==> config.mk <==
export PLATFORM = sky130hd
export DESIGN_NAME = down_counter_tmr
export DESIGN_NICKNAME = d
export VERILOG_FILES = /design/src/rtl/down_counter_tmr.sv
export SDC_FILE = /design/constraint.sdc
export NUM_CORES = 1
export LEC_CHECK = 0
export ABC_CLOCK_PERIOD_IN_PS = 3400
export CAP_MARGIN = 20
export CORE_AREA = 2 2 39 41
export DETAILED_ROUTE_END_ITERATION = 8
export DIE_AREA = 0 0 41 43
export PLACE_DENSITY = 0.75
export SLEW_MARGIN = 20
export SYNTH_ARGS = -nofsm -noshare
export SYNTH_HDL_FRONTEND = slang
export SYNTH_SLANG_ARGS = --single-unit
==> constraint.sdc <==
create_clock -name clk -period 3.4 [get_ports clk]
set_input_delay 0.68 -clock clk [delete_from_list [all_inputs] [get_ports clk]]
set_output_delay 0.68 -clock clk [all_outputs]
set_load 0.02 [all_outputs]
==> src/rtl/down_counter_tmr.sv <==
// Programmable down-counter / timer.
// A load sets the start value and remembers it as the reload value. Each enabled
// clock then steps the count down by one, and a one-cycle terminal-count pulse
// is raised when the count reaches zero. In one-shot mode the counter stops at
// zero. In auto-reload mode it reloads on the next enabled cycle, so it divides
// the enable events by (D+1).
module down_counter_tmr #(
    parameter int WIDTH = 4
) (
    input  logic             clk,
    input  logic             r,
    input  logic             EC,
    input  logic             ld,
    input  logic [WIDTH-1:0] D,
    input  logic             AR,
    output logic [WIDTH-1:0] Q,
    output logic             TC,
    output logic             busy
);

    typedef enum logic {
        IDLE = 1'b0,
        RUN  = 1'b1
    } state_t;

    localparam logic [WIDTH-1:0] CNT_ZERO = '0;
    localparam logic [WIDTH-1:0] CNT_ONE  = {{(WIDTH-1){1'b0}}, 1'b1};

    state_t           state_reg, state_next;
    logic [WIDTH-1:0] q_reg, q_next;
    logic [WIDTH-1:0] rld_reg, rld_next;
    logic             tc_reg, tc_next;

    // State register: reset overrides everything; otherwise take the next-state values.
    always_ff @(posedge clk) begin
        if (r) begin
            state_reg <= IDLE;
            q_reg     <= CNT_ZERO;
            rld_reg   <= CNT_ZERO;
            tc_reg    <= 1'b0;
        end else begin
            state_reg <= state_next;
            q_reg     <= q_next;
            rld_reg   <= rld_next;
            tc_reg    <= tc_next;
        end
    end

    // Next-state logic: a load beats the count enable, and TC is a single-cycle pulse.
    always_comb begin
        state_next = state_reg;
        q_next     = q_reg;
        rld_next   = rld_reg;
        tc_next    = 1'b0;
        if (ld) begin
            // A load of zero leaves nothing to count, so the counter stays idle.
            q_next     = D;
            rld_next   = D;
            state_next = (D != CNT_ZERO) ? RUN : IDLE;
        end else if (state_reg == RUN && EC) begin
            if (q_reg > CNT_ONE) begin
                q_next = q_reg - CNT_ONE;
            end else if (q_reg == CNT_ONE) begin
                // Terminal count. AR is only looked at here, so it may change freely
                // at any other time. One-shot mode drops busy in the same cycle that
                // Q shows zero.
                q_next  = CNT_ZERO;
                tc_next = 1'b1;
                if (!AR) begin
                    state_next = IDLE;
                end
            end else begin
                // The counter can be running at zero only in auto-reload mode. This
                // extra enabled cycle makes the period RLD+1 enabled cycles.
                q_next = rld_reg;
            end
        end
    end

    assign Q    = q_reg;
    assign TC   = tc_reg;
    assign busy = (state_reg == RUN);

endmodule
==> results.txt <==
- The flow ran to the end, and the final reports show no timing, DRC or antenna violations.
- Switching power total: 0.0789 mW
- Net count of the finished layout: 88
- The number of buffers and inverters on the critical path is 1.
- Worst relative slew slack: 69.9%
- For this design, the CTS-stage hold fixing added 0 buffers.
- Post-CTS repair timing setup buffer count: 0
- The setup path with the least slack is of type reg2out.
* Number of buffers added by the clock tree synthesis step: 3
* Depth of the most critical reg-to-reg path: 6
- After detailed routing, the number of remaining DRC violations is 0.
- Vias in the first global route: 442
* CTS Root Buffer Type: clkbuf_4
- End point of the most critical hold path: rld_reg[0]
- Register area share after synthesis: 39.8%
* Leak pwr: 0.270 nW
* Initial core utilization: 36.3%
- Number of cells traversed by the worst hold path: 2
* Num Clock Sinks: 10
* Fill count: 136
- Worst clock skew on the final layout: 0.000621 ns
* Die ar.: 1760 um2
- The synthesized netlist contains 23 unique library cells.
- Total detailed-routing wirelength: 1060 um
* Maximum level of the CTS H-tree: 1
* Maximum number of pins on one net before global-route repair: 11
- Die span in x: 41 um
- The detail route stage leaves a number of antenna-violating nets equal to 0.
* Clock network power share: 34.5%
- For the pin with the worst max-slew slack, the measured transition is 0.451 ns.
- For the worst setup path, the data required time is 2.72 ns.
- Final period util: 59.9%
* Number of flip-flops and latches in the synthesized netlist: 10
- Total number of yosys warnings: 0
- In this run, flip-flops and latches consume 44.3% of the power.
* First drt pass iteration count: 4
- The first global-routing pass estimated 1840 um of wire.
- Data on the critical path arrives at its endpoint at 1.36 ns.
- TritonCTS built the clock tree.
- Clock-pin slew was measured on the worst setup and hold paths at 0.06 ns.
* RSZ-0062 raised after global routing: false
- Across the VDD grid, the largest voltage drop is 192 uV.
- The endpoint identified for the worst register-to-register timing path is Q[3].
* Final worst path period need: 2.04 ns
* Routed vias: 480
* Post-DR vias/cell: 5.22
* Skew-Pair Late Insertion Delay: 0.26 ns
- Total power after layout: 0.302 mW
* Max Clk Rate: 491 MHz
- Cells traversed along the worst timing path: clkdlybuf4s50_1
- Post-Place Worst Slack: 1.27 ns
- In this run the mean area of a mapped cell was 8.38 um2.
- Number of pins exceeding their max-slew limit in the final report: 0
* Min-delay src: rld_reg[0]
- For this design the top-level I/O count stands at 15.
- Relative to the synthesized area, the layout overhead comes to 37.3%.
* Core Region: 1380 um2
- In the final timing run, aggregate negative setup slack is 0 ns.
* Overall routing resource usage: 15.3%
- Post-DP HPWL: 852 um
- Switch share: 26.2%
* Peak fanout along the critical path: 7
* Number of diodes added for antenna fixing: 0
- Element type at the critical path end: output port
* Count of max-cap constraint violations: 0
- The synthesized netlist occupies a cell area of 503 um2.
- The number of failing hold endpoints at the final stage is 0.
* Delay of the slowest cell on the worst path: 0.65 ns
- Of the cells placed in the final design, the portion with a size suffix greater than 1 is 5.26%.
- Crit Reg-Reg Startpoint: Q[0]
- Pint: 0.223 mW
- Initial antenna violation count: 0
- Buffers placed on the I/O ports in this run total 14.
- Die Y-Extent: 43 um
- Kind of cell with the highest combined delay on the critical path: buffers and inverters
* Number of instances resized during post-cts repair: 0
- The tightest min-delay check is of the reg2reg type.
* Number of standard-cell rows in the floorplan: 14
* Cells after synthesis: 60
- Placer Congestion: 0.736
- Across all setup checks in the final design, the least slack found is 1.36 ns.
- Worst-path cell with the longest stage delay: clkdlybuf4s50_1
* Nets in the synthesized netlist: 71
- Part of the total power dissipated in combinational logic: 21.1%
* # setup viols final: 0
- After detailed routing, the average wire length per cell comes to 11.6 um.
* DRT iter0 DRCs: 11
* Register-to-register setup slack: 1.75 ns
- For this design the ratio of total power to cell area is 437 nW/um2.
- Total grt overflow: 0
* CTS max path bufs: 2
* Launching element type of the critical path: register
==> worst reg2reg max path: cells and delay by family, from the launching register on <==
family,cells,cell delay [ns]
buffers and inverters,1,0.08
AND/OR/NAND/NOR,1,0.31
AO/OA/AOI/OAI,3,0.53
flip-flops,1,0.45
adder cells (fa/ha/maj),1,0.24
==> routing by layer <==
layer  part of all wire, %  vias up  global-route usage, %
met5                     0        -                      0
met4                   1.3        0                   10.0
met3                   5.2        2                   3.14
met2                    48       16                   22.8
met1                    45      214                   18.8
li1                      -      248                      -
==> how the worst max path moves through the flow <==
| stage | from | endpoint | slack, ns | cells past startpoint |
|---|---|---|---|---|
| 6_report | Q[0] | Q[0] | 1.36 | 1 |
| 5_1_grt | Q[0] | Q[0] | 1.29 | 1 |
| 4_1_cts | Q[0] | Q[0] | 1.35 | 1 |
| 3_5_place_dp | ld | Q[3] | 1.27 | 5 |
| 3_3_place_gp | ld | Q[3] | 1.30 | 5 |
| 2_1_floorplan | Q[0] | Q[3] | 1.75 | 6 |
==> cell usage in the layout, fill, tap and decap left out, drive strengths merged <==
cell           count
nor3               2
a21oi              7
a211o              1
o21ai              1
nand3              1
or3                3
a221oi             1
inv                5
dfxtp             10
nor3b              1
nand2b             1
a22oi              2
o21a               1
clkdlybuf4s50     14
nand2              3
o41ai              1
o22ai              2
nor2               7
mux2i              5
a211oi             1
clkbuf             4
ha                 2
nor2b              1
==> area by class of cell <==
cell class,count,area [um2],area share [%]
inverters,5,18.8,2.72
multi-input cells,43,275,39.9
repair buffers,14,140,20.3
clock buffers,4,36.3,5.25
well taps,16,20.0,2.90
flip-flops and latches,10,200,29.0
==> power groups by stage <==
stage                     logic [mW]  registers [mW]  clock network [mW]
after floorplan               0.0331           0.140                   0
after global placement        0.0628           0.136                   0
after detailed placement      0.0637           0.136                   0
after CTS                     0.0641           0.134               0.109
after global routing          0.0711           0.135               0.114
final                         0.0637           0.134               0.104
==> cells in the mapped netlist <==
| library cell | instances | area share (%) |
|---|---|---|
| a22oi_1 | 2 | 3.0 |
| dfxtp_1 | 10 | 40 |
| o22ai_1 | 2 | 2.5 |
| a221oi_1 | 1 | 1.7 |
| a211oi_1 | 1 | 1.5 |
| or3_1 | 3 | 3.7 |
| nand2b_1 | 1 | 1.2 |
| nand2_1 | 3 | 2.2 |
| mux2i_1 | 5 | 10 |
| o41ai_1 | 1 | 1.7 |
| inv_1 | 5 | 3.7 |
| nand3_1 | 1 | 0.99 |
| clkbuf_1 | 1 | 0.75 |
| a211o_1 | 1 | 1.7 |
| nor3b_1 | 1 | 1.5 |
| nor3_1 | 2 | 2.0 |
| o21ai_0 | 1 | 0.99 |
| nor2b_1 | 1 | 1.2 |
| o21a_1 | 1 | 1.5 |
| buf_2 | 1 | 0.99 |
| nor2_1 | 7 | 5.2 |
| ha_1 | 2 | 5.0 |
| a21oi_1 | 7 | 7.0 |
==> per-stage QoR <==
stage / hold slack, ns / utilization [%] / std cells / area (um2)
finish: 0.503 / 49.9 / 92 / 691
global route: 0.527 / 49.9 / 92 / 691
CTS: 0.509 / 49.9 / 92 / 691
detailed placement: 0.494 / 47.3 / 88 / 654
global placement: 0.486 / 47.3 / 88 / 654
floorplan: 0.460 / - / 60 / 503
==> kinds of logic (layout without fill, tap and decap cells) <==
group	after synthesis	in the layout	share of synthesized area, %
DFF	10	10	39.8
AOI/OAI and AO/OA	17	17	21.6
and+or+nand+nor	19	19	18.2
buffers and inverters	7	23	5.47
adders and majority gates	2	2	4.97
muxes	5	5	9.95
No activity file was read; power rests on OpenSTA's default activity.
